`src/rtl/mux_pkg.sv`:
```
// -----------------------------------------------------------------------------
// mux_pkg
// Shared definitions for the time-multiplexed digit bus (scanner and receiver):
// default geometry, the blank select code, receiver frame-state encoding and a
// helper that counts low bits of an active-low select word.
// -----------------------------------------------------------------------------
package mux_pkg;

    localparam int SEL_QTD_DEF     = 4;
    localparam int SEL_QTD_LOG_DEF = 2;
    localparam int WIDTH_DEF       = 4;
    localparam int SETTLE_DEF      = 2;
    localparam int SETTLE_LOG_DEF  = 2;

    // No digit selected: every active-low select line released.
    localparam logic [SEL_QTD_DEF-1:0] BLANK_SEL = {SEL_QTD_DEF{1'b1}};

    typedef enum logic [0:0] {
        IDLE    = 1'b0,
        COLLECT = 1'b1
    } rx_state_t;

    // Number of low bits among the lowest n bits of sel.
    function automatic int unsigned onehot_low_count(input logic [31:0] sel,
                                                     input int unsigned n);
        int unsigned c;
        c = 32'd0;
        for (int unsigned i = 32'd0; i < 32'd32; i++) begin
            if ((i < n) && (sel[i] == 1'b0)) begin
                c = c + 32'd1;
            end else begin
                c = c;
            end
        end
        return c;
    endfunction

endpackage

```
`src/rtl/onehot_low_decoder.sv`:
```
// -----------------------------------------------------------------------------
// onehot_low_decoder
// Classifies a sampled active-low select word.
// Ports:
//   s_sel     in  SEL_QTD      sampled select, active-low
//   index     out SEL_QTD_LOG  position of the low bit (meaningful when valid)
//   valid     out 1            exactly one bit low
//   blank     out 1            all bits high
//   malformed out 1            two or more bits low
// -----------------------------------------------------------------------------
module onehot_low_decoder
    import mux_pkg::*;
#(
    parameter int SEL_QTD     = SEL_QTD_DEF,
    parameter int SEL_QTD_LOG = SEL_QTD_LOG_DEF
) (
    input  logic [SEL_QTD-1:0]     s_sel,
    output logic [SEL_QTD_LOG-1:0] index,
    output logic                   valid,
    output logic                   blank,
    output logic                   malformed
);

    int unsigned lows;

    // Count low lines and locate the (single) low bit.
    always_comb begin
        lows  = onehot_low_count(32'(s_sel), SEL_QTD);
        index = '0;
        for (int i = 0; i < SEL_QTD; i++) begin
            if (s_sel[i] == 1'b0) begin
                index = SEL_QTD_LOG'(i);
            end else begin
                index = index;
            end
        end
        valid     = (lows == 32'd1);
        blank     = (lows == 32'd0);
        malformed = (lows > 32'd1);
    end

endmodule

```
`src/rtl/mux_receiver.sv`:
```
// -----------------------------------------------------------------------------
// mux_receiver
// Rebuilds the parallel digit array from the time-multiplexed digit bus. The
// bus is sampled every cycle; once a valid select has been stable for SETTLE
// sampled cycles its value is latched into that digit's register. In-order
// frames 0..SEL_QTD-1 raise a one-cycle frame_done; malformed selects set the
// sticky sel_err.
// Ports:
//   clk        in  1                  clock, all state on posedge
//   _rst       in  1                  synchronous active-low reset
//   in_value   in  WIDTH              multiplexed digit value
//   in_sel     in  SEL_QTD            active-low one-hot select, all-ones = blank
//   out_values out [SEL_QTD][WIDTH]   captured digit array
//   out_valid  out SEL_QTD            digit captured since reset
//   frame_done out 1                  pulse after an in-order frame completes
//   sel_err    out 1                  sticky malformed-select flag
// Build option: MUX_RX_DEGLITCH_VALUE_EN also requires the sampled value to be
// stable for the settle counter to advance.
// -----------------------------------------------------------------------------
module mux_receiver
    import mux_pkg::*;
#(
    parameter int SEL_QTD     = SEL_QTD_DEF,
    parameter int SEL_QTD_LOG = SEL_QTD_LOG_DEF,
    parameter int WIDTH       = WIDTH_DEF,
    parameter int SETTLE      = SETTLE_DEF,
    parameter int SETTLE_LOG  = SETTLE_LOG_DEF
) (
    input  logic                            clk,
    input  logic                            _rst,
    input  logic [WIDTH-1:0]                in_value,
    input  logic [SEL_QTD-1:0]              in_sel,
    output logic [SEL_QTD-1:0][WIDTH-1:0]   out_values,
    output logic [SEL_QTD-1:0]              out_valid,
    output logic                            frame_done,
    output logic                            sel_err
);

    logic [SEL_QTD-1:0]     s_sel;
    logic [SEL_QTD-1:0]     prev_sel;
    logic [WIDTH-1:0]       s_value;
`ifdef MUX_RX_DEGLITCH_VALUE_EN
    logic [WIDTH-1:0]       prev_value;
`endif
    logic [SETTLE_LOG-1:0]  cnt;
    logic [SETTLE_LOG-1:0]  cnt_next;
    logic                   captured;
    logic                   captured_eff;
    logic                   sel_new;
    logic                   stable;
    logic                   capture;

    logic [SEL_QTD_LOG-1:0] dec_index;
    logic                   dec_valid;
    logic                   dec_blank;
    logic                   dec_malformed;

    rx_state_t              state;
    logic [SEL_QTD_LOG-1:0] exp_idx;
    logic                   frame_pend;

    onehot_low_decoder #(
        .SEL_QTD     (SEL_QTD),
        .SEL_QTD_LOG (SEL_QTD_LOG)
    ) u_decoder (
        .s_sel     (s_sel),
        .index     (dec_index),
        .valid     (dec_valid),
        .blank     (dec_blank),
        .malformed (dec_malformed)
    );

    // Settle-counter update and capture decision for the current sample.
    always_comb begin
        sel_new = (s_sel != prev_sel);
`ifdef MUX_RX_DEGLITCH_VALUE_EN
        stable  = !sel_new && (s_value == prev_value);
`else
        stable  = !sel_new;
`endif
        cnt_next = cnt;
        if (dec_valid) begin
            if (!stable) begin
                cnt_next = SETTLE_LOG'(1);
            end else if (cnt < SETTLE_LOG'(SETTLE)) begin
                cnt_next = cnt + 1'b1;
            end else begin
                cnt_next = cnt;
            end
        end else if (dec_blank) begin
            cnt_next = '0;
        end else begin
            cnt_next = '0;
        end
        // A value restart inside one select dwell must not cause a rewrite,
        // so the "already captured" mark survives until the select changes.
        captured_eff = captured && !sel_new;
        capture      = dec_valid && (cnt_next == SETTLE_LOG'(SETTLE)) && !captured_eff;
    end

    // Bus sampling, settle counter, digit registers and error flag.
    always_ff @(posedge clk) begin
        if (!_rst) begin
            s_sel      <= {SEL_QTD{1'b1}};
            prev_sel   <= {SEL_QTD{1'b1}};
            s_value    <= '0;
`ifdef MUX_RX_DEGLITCH_VALUE_EN
            prev_value <= '0;
`endif
            cnt        <= '0;
            captured   <= 1'b0;
            out_values <= '0;
            out_valid  <= '0;
            sel_err    <= 1'b0;
        end else begin
            s_sel      <= in_sel;
            prev_sel   <= s_sel;
            s_value    <= in_value;
`ifdef MUX_RX_DEGLITCH_VALUE_EN
            prev_value <= s_value;
`endif
            cnt        <= cnt_next;
            captured   <= dec_valid ? (capture || captured_eff) : 1'b0;
            if (capture) begin
                out_values[dec_index] <= s_value;
                out_valid[dec_index]  <= 1'b1;
            end else begin
                out_values <= out_values;
                out_valid  <= out_valid;
            end
            sel_err <= sel_err || dec_malformed;
        end
    end

    // Frame tracker; frame_done follows the final capture by one edge.
    always_ff @(posedge clk) begin
        if (!_rst) begin
            state      <= IDLE;
            exp_idx    <= '0;
            frame_pend <= 1'b0;
            frame_done <= 1'b0;
        end else begin
            frame_done <= frame_pend;
            frame_pend <= 1'b0;
            if (dec_malformed) begin
                state <= IDLE;
            end else if (capture) begin
                case (state)
                    IDLE: begin
                        if (dec_index == '0) begin
                            state   <= COLLECT;
                            exp_idx <= SEL_QTD_LOG'(1);
                        end else begin
                            state <= IDLE;
                        end
                    end
                    COLLECT: begin
                        if (dec_index == exp_idx) begin
                            if (exp_idx == SEL_QTD_LOG'(SEL_QTD - 1)) begin
                                frame_pend <= 1'b1;
                                state      <= IDLE;
                            end else begin
                                exp_idx <= exp_idx + 1'b1;
                            end
                        end else if (dec_index == '0) begin
                            exp_idx <= SEL_QTD_LOG'(1);
                        end else begin
                            state <= IDLE;
                        end
                    end
                    default: state <= IDLE;
                endcase
            end else begin
                state <= state;
            end
        end
    end

endmodule
```
`config.mk`:
```
export PLATFORM = sky130hd
export DESIGN_NAME = mux_receiver
export DESIGN_NICKNAME = d
export VERILOG_FILES = /design/src/rtl/mux_pkg.sv /design/src/rtl/onehot_low_decoder.sv /design/src/rtl/mux_receiver.sv
export SDC_FILE = /design/constraint.sdc
export NUM_CORES = 1
export LEC_CHECK = 0
export ABC_AREA = 0
export BUFFER_PORTS_ARGS = -buffer_cell sky130_fd_sc_hd__buf_2
export CAP_MARGIN = 5
export CORE_ASPECT_RATIO = 1.1
export CORE_UTILIZATION = 40
export DETAILED_ROUTE_END_ITERATION = 16
export GPL_TIMING_DRIVEN = 0
export RECOVER_POWER = 50
export SYNTH_ARGS = -nofsm -noshare
export SYNTH_HDL_FRONTEND = slang
export SYNTH_SLANG_ARGS = --single-unit
```
`constraint.sdc`:
```
create_clock -name clk -period 3.6 [get_ports clk]
set_input_delay 0.36 -clock clk [delete_from_list [all_inputs] [get_ports clk]]
set_output_delay 0.36 -clock clk [all_outputs]
set_load 0.1 [all_outputs]
```
; ---- Yosys cells after proc, flatten, opt, wreduce, memory -nomap -nowiden
; Index checks and enable logic that the tools add are counted.
[totals]
register_bits = 41
wordCells = 73
[op_classes]
add_sub_neg = 5
order_cmp = 4
n_eq_ne = 6
n_mux = 24
bitwise_logic = 6
n_reduce_logical = 13
[op_table]
columns = op, n
row1 = $add A32 B1 Y32 const B, 3
row2 = $mux W32, 3
row3 = $eq A32 B1 Y1 const B, 1
row4 = $gt A32 B1 Y1 const B, 1
row5 = $bwmux W16, 1
row6 = $mux W2, 8
row7 = $demux W4 S2, 1
row8 = $mux W1, 7
row9 = $not A1 Y1, 5
row10 = $reduce_or A5 Y1, 1
row11 = $add A2 B1 Y2 const B, 2
row12 = $eq A2 B2 Y1 const B, 2
row13 = $logic_and A1 B1 Y1, 4
row14 = $mux W4, 1
row15 = $ne A4 B4 Y1, 1
row16 = $or A4 B4 Y4, 1
row17 = $pmux W2 S2, 1
row18 = $lt A2 B3 Y1 const B, 1
row19 = $ne A3 B3 Y1 const B, 1
row20 = $reduce_and A3 Y1, 1
row21 = $demux W1 S2, 1
row22 = $eq A2 B2 Y1, 1
row23 = $ge A2 B1 Y1 const B, 1
row24 = $logic_not A1 Y1, 2
row25 = 6 further kinds, 7

; ---- Depth between registers and ports, before layout
[logic_depth]
word_depth = 14
depth_mapped = 10
mapped_depth_nobuf = 10

; ---- By module
; A second synthesis with hierarchy kept.
[unflattened]
hier_cells = 191
hier_area_um2 = 1871.8
[modules_own_cells]
columns = mod, n_inst, cells_each, area_per_inst_um2, seq_area_each_um2
row1 = mux_receiver, 1, 164, 1645.3, 820.8
row2 = onehot_low_decoder, 1, 27, 226.5, 0.0

; ---- Worst setup path after synthesis
; No wires, ideal clock.
[synth_path]
kind = register -> register
start = register s_sel[1]
end = register exp_idx[1]
setup_ps = 70
arrival_time_ps = 2654
required_time_ps = 3530
slack_ps = 876
stages_incl_launch_ff = 10
path_buffers = 0
path_cell_list = dfxtp_1 -> inv_1 -> ha_1 -> xnor2_1 -> ha_1 -> nor3b_1 -> mux2_2 -> o2111ai_4 -> or4b_1 -> a21boi_1
[synth_via]
elab_chain_cells = 11
elab_cells_between_ends = 27
classes_between = add/sub (2) / order compare (1) / eq/ne (5) / mux (11) / bitwise (1) / reduce/logical (7)
[synth_rtl]
columns = element, line_no
row1 = start: declaration, mux_receiver.sv:39  ; logic [SEL_QTD-1:0] s_sel;
row2 = start signal: assignment, mux_receiver.sv:104  ; s_sel <= {SEL_QTD{1'b1}};
row3 = start signal: assignment, mux_receiver.sv:116  ; s_sel <= in_sel;
row4 = branches (longest 11 deep; another with $add A32 B1 Y32), --
row5 = end signal: assignment, mux_receiver.sv:163  ; exp_idx <= exp_idx + 1'b1;
row6 = end: declaration, mux_receiver.sv:59  ; logic [SEL_QTD_LOG-1:0] exp_idx;
; Parallel ways; which one is timed is not known.
; A chain may end at the register's enable or synchronous reset.

; ---- Worst setup path after layout
[layout_path]
start = register s_sel[1]
end = register out_values[7] (netlist name)
[layout_via]
elab_chain_cells = 10
elab_cells_between_ends = 24
classes_between = add/sub (2) / order compare (2) / eq/ne (3) / mux (11) / reduce/logical (6)
[layout_rtl]
columns = element, line_no
row1 = $mux W32, mux_pkg.sv:29  ; if ((i < n) && (sel[i] == 1'b0)) begin
row2 = $add A32 B1 Y32, mux_pkg.sv:30  ; c = c + 32'd1;
row3 = $mux W32, mux_pkg.sv:29
row4 = $add A32 B1 Y32, mux_pkg.sv:30
row5 = $mux W32, mux_pkg.sv:29
row6 = $eq A32 B1 Y1, onehot_low_decoder.sv:37  ; valid = (lows == 32'd1);
row7 = $mux W2, mux_receiver.sv:82  ; if (dec_valid) begin
row8 = $eq A2 B2 Y1, mux_receiver.sv:98  ; capture = dec_valid && (cnt_next == SETTLE_LOG'(SETTLE)) && !captured_eff;
row9 = $logic_and A1 B1 Y1 (2 in a row), mux_receiver.sv:98
row10 = end signal: indexed assignment, mux_receiver.sv:125  ; out_values[dec_index] <= s_value;
row11 = end signal: assignment, mux_receiver.sv:128  ; out_values <= out_values;
row12 = end: declaration, mux_receiver.sv:33  ; output logic [SEL_QTD-1:0][WIDTH-1:0] out_values,
; Several ways; a longest one is shown, not always the timed one.

==> results.env <==
YOSYS-TOP-CELLS-AREA='sky130_fd_sc_hd__dfxtp_1 (48%), sky130_fd_sc_hd__mux2i_1 (10%), sky130_fd_sc_hd__nand2_1 (6.2%)'
POST-ROUTE-MIN-PERIOD_NS=3.23
FINALNETCOUNT=221
SYNTH_TOP_CELL_BY_AREA='sky130_fd_sc_hd__dfxtp_1'
WORST_HOLD_PATH_TYPE='in2reg'
AVGROUTEDWIREPERCELL_UM=12.9
GP_CONGESTION=0.707
YOSYS_WARNINGS=0
DIE_HEIGHT_UM=70.3
POWER_LEAKAGE_nW=0.764
ANTENNA_VIOLATING_NETS_POST_ROUTE=0
CTS.CLK_SLEW.WORST_PATHS_NS=0.08
CRITICAL_PATH_PEAK_FANOUT=10
FINAL_REPORT_SETUP_VIOLATION_COUNT=0
SYNTH_SEQ_CELLS=41
SYNTH-ASYNC-RESET-RATIO_PCT=0
SYN-CELL-AREA_MM2=0.00170
IRDROPWORSTVDD_uV=230
WL_UM=3340
TNS_NS=0
CORE-AREA_MM2=0.00402
REG2REGPATHDEPTH=9
DIE_AREA_MM2=0.00451
FIRST_GLOBAL_VIAS=1257
COMB_POWER_SHARE_PCT=8.4
DIE_WIDTH_UM=64.1
POST_LAYOUT_INSTANCE_AREA_MM2=0.00201
CTS-ROOT-TO-SINK-BUFFERS=2
POWERDENSITY_mW_PER_MM2=461
REGTOREGENDPOINT='out_values[7]$_SDFFE_PN0P_'
CP.REQUIRED_NS=3.81
DRT_ITER0_DRC=36
INITIAL_CORE_UTIL_PCT=42.2
DP_HPWL_UM=2450
WORSTREG2REGSTART='s_sel[1]$_SDFF_PN1_'
CTS-ROOT-BUF='sky130_fd_sc_hd__clkbuf_8'
GRT_REMAINING_OVERFLOW=0
TRITONCTS='done'
RSZ0062_AT_GRT='false'
POST_SYNTH_MOST_FREQUENT_CELLS='sky130_fd_sc_hd__dfxtp_1 (41), sky130_fd_sc_hd__nand2_1 (28), sky130_fd_sc_hd__mux2i_1 (17)'
FINALCOREUTILIZATION_PCT=50.0
SLEW_VIOL_FINAL=0
SYNTHESIZED_NET_COUNT=183
SYN2LAYOUT_AREA_GROWTH_PCT=18.7
MET3_USAGE_PCT=4.41
SLEW_WORST_PIN_NS=1.17
GRT_MAX_DEGREE=14
CLOCK_SINKS=41
R2R_SETUP_SLK_NS=0.37
GRT_MOST_USED_LAYER='met2'
NUMBER_OF_VIOLATIONS_OF_THE_MAX_CAPACITANCE_LIMIT=0
FINALHOLDVIOLCOUNT=0
PORT_BUF_INSERTS=31
TIMING.CLOCK.SKEW_NS=0.00589
HOLD_BUFFERS=0
GRT_FIRST_PASS_WIRELENGTH_UM=5690
TIMING.CRITICAL_PATH.TO_TYPE='flop'
PLACED_CELL_AREA_MM2=0.00192
POST-SYNTH-TOP-AREA-FRACTION_PCT=48.4
ENDPOINT='out_values[7]$_SDFFE_PN0P_'
N_FILL_CELL=399
SYNTH_SEQUENTIAL_AREA_RATIO_PCT=48.4
POWER.SWITCHING_FRACTION_PCT=22.6
WORST-SETUP-PATH-TYPE='reg2reg'
CTS_MAX_LEVEL=2
CLOCK_POWER_SHARE_PCT=41.1
SYN_AREA_PER_CELL_UM2=10.1
LAYOUT-DRIVE-GT1-SHARE_PCT=15.9
CTS-BUFFERS-INSERTED=5
SWITCHINGPOWER_mW=0.210
YOSYSMOSTFREQUENTCELL='sky130_fd_sc_hd__dfxtp_1'
SYNTH.DISTINCT_CELLS=44
SYNTHESIS.INSTANCES=168
CRITICAL_PATH.STARTPOINT='s_sel[1]$_SDFF_PN1_'
TIMING.MAX_SLEW.REL_SLACK_PCT=22.1
POST-ROUTE-DRC-COUNT=0
WORST_EP_ARRIVAL_TIME_NS=3.45
ROUTED-VIA-COUNT=1269
DETAIL_ROUTE.FIRST_PASS.ITERATIONS=4
CTSRESIZECOUNT=0
P_INT_mW=0.718
USE_MET2_PCT=29.9
TOP_LEVEL_PORTS=32
CLKLATENCYLATEPIN_NS=0.28
CRITICAL_PATH_SOURCE_TYPE='flop'
CTS_SETUP_BUFFERS=0
ANTENNA_FOUND_INITIAL=0
TOP_FLIP_FLOP_CELL_BY_INSTANCE_COUNT_AFTER_SYNTHESIS='sky130_fd_sc_hd__dfxtp_1'
ACHIEVABLE-FREQUENCY_MHz=309
SHARE_SEQ_OF_TOTAL_POWER_PCT=50.5
CORE.ROWCOUNT=24
N_ANTENNA_CELL=0
STATUS='finished clean'
SYNTH_ENABLE_FLOP_CELLS=0
PERIOD_SHARE_PCT=89.8
VIAS_PER_CELL=4.90
GRT.MET1_USAGE_PCT=18.4
TRACK_USAGE_PCT=16.5
[cells by family after synthesis]
logic type	after synthesis	synth area share, %
buffers and inverters	13	3.17
adders and majority gates	5	3.69
muxes	19	11.5
AOI/OAI and AO/OA	20	9.88
and+or+nand+nor	66	21.3
DFF	41	48.4
xor gates and xnor gates	4	2.07
[sequential cells by signal, indices dropped and copies added (netlist names)]
signal and cells:
s_value 4, s_sel 4, sel_err 1, frame_done 1
cnt 2, captured 1, out_valid 4, out_values 16
state 1, frame_pend 1, exp_idx 2, prev_sel 4
[stage by stage]
step	hold WS, ns	std cells	power, mW	worst slack, ns
after global placement	0.421	251	0.555	0.494
after detailed placement	0.428	251	0.557	0.395
after floorplan	0.412	168	0.538	0.876
after global routing	0.240	259	0.963	0.173
after CTS	0.242	259	0.940	0.375
final	0.250	259	0.927	0.367
[power by group through the flow]
stage | combinational (mW) | clock (mW) | sequential [mW]
2_1_floorplan | 0.0515 | 0 | 0.487
5_1_grt | 0.0848 | 0.408 | 0.470
4_1_cts | 0.0782 | 0.393 | 0.469
3_3_place_gp | 0.0756 | 0 | 0.479
3_5_place_dp | 0.0780 | 0 | 0.479
6_report | 0.0777 | 0.381 | 0.469
[placed cells by master, fill, tap and decap left out, types with 3 or more instances in the layout]
master and n:
sky130_fd_sc_hd__ha_1 5, sky130_fd_sc_hd__mux2i_1 17, sky130_fd_sc_hd__clkbuf_8 6, sky130_fd_sc_hd__nor2_1 5, sky130_fd_sc_hd__dfxtp_1 41, sky130_fd_sc_hd__and2_1 6
sky130_fd_sc_hd__nor3_1 3, sky130_fd_sc_hd__nand2_1 28, sky130_fd_sc_hd__inv_1 7, sky130_fd_sc_hd__buf_2 13, sky130_fd_sc_hd__nand2b_1 7, sky130_fd_sc_hd__o21a_1 5
sky130_fd_sc_hd__clkbuf_1 23
[worst max-delay path, cell delays in order (launching register included)]
cell	delay [ns]
sky130_fd_sc_hd__dfxtp_1	0.51
sky130_fd_sc_hd__inv_1	0.11
sky130_fd_sc_hd__ha_1	0.34
sky130_fd_sc_hd__xnor2_1	0.41
sky130_fd_sc_hd__ha_1	0.32
sky130_fd_sc_hd__nor3_1	0.20
sky130_fd_sc_hd__mux2_2	0.24
sky130_fd_sc_hd__o2111ai_4	0.23
sky130_fd_sc_hd__nor3_2	0.54
sky130_fd_sc_hd__mux2i_1	0.24
[layer usage]
| metal | share of wire (%) | vias to the layer above |
|---|---|---|
| met5 | 0 | - |
| met4 | 0.57 | 0 |
| met3 | 3.7 | 2 |
| met2 | 51 | 24 |
| met1 | 45 | 601 |
| li1 | - | 642 |
[cell type report]
class | count | area, µm² | share of cell area (%)
Buffer | 6 | 27.5 | 1.37
Timing Repair Buffer | 31 | 131 | 6.53
Sequential cell | 41 | 821 | 40.8
Tap cell | 52 | 65.1 | 3.23
Multi-Input combinational cell | 114 | 822 | 40.8
Clock inverter | 2 | 37.5 | 1.86
Clock buffer | 6 | 82.6 | 4.10
Inverter | 7 | 26.3 | 1.31
[how the worst min path moves through the flow]
stage	start	endpoint	slack [ns]	cells past startpoint
3_5_place_dp	frame_pend$_SDFF_PP0_	frame_done$_SDFF_PN0_	0.43	1
4_1_cts	in_sel[3]	s_sel[3]$_SDFF_PN1_	0.24	2
6_report	in_sel[3]	s_sel[3]$_SDFF_PN1_	0.25	2
5_1_grt	in_sel[3]	s_sel[3]$_SDFF_PN1_	0.24	2
3_3_place_gp	frame_pend$_SDFF_PP0_	frame_done$_SDFF_PN0_	0.42	1
2_1_floorplan	frame_pend$_SDFF_PP0_	frame_done$_SDFF_PN0_	0.41	1
Power figures use the tool's default switching activity.
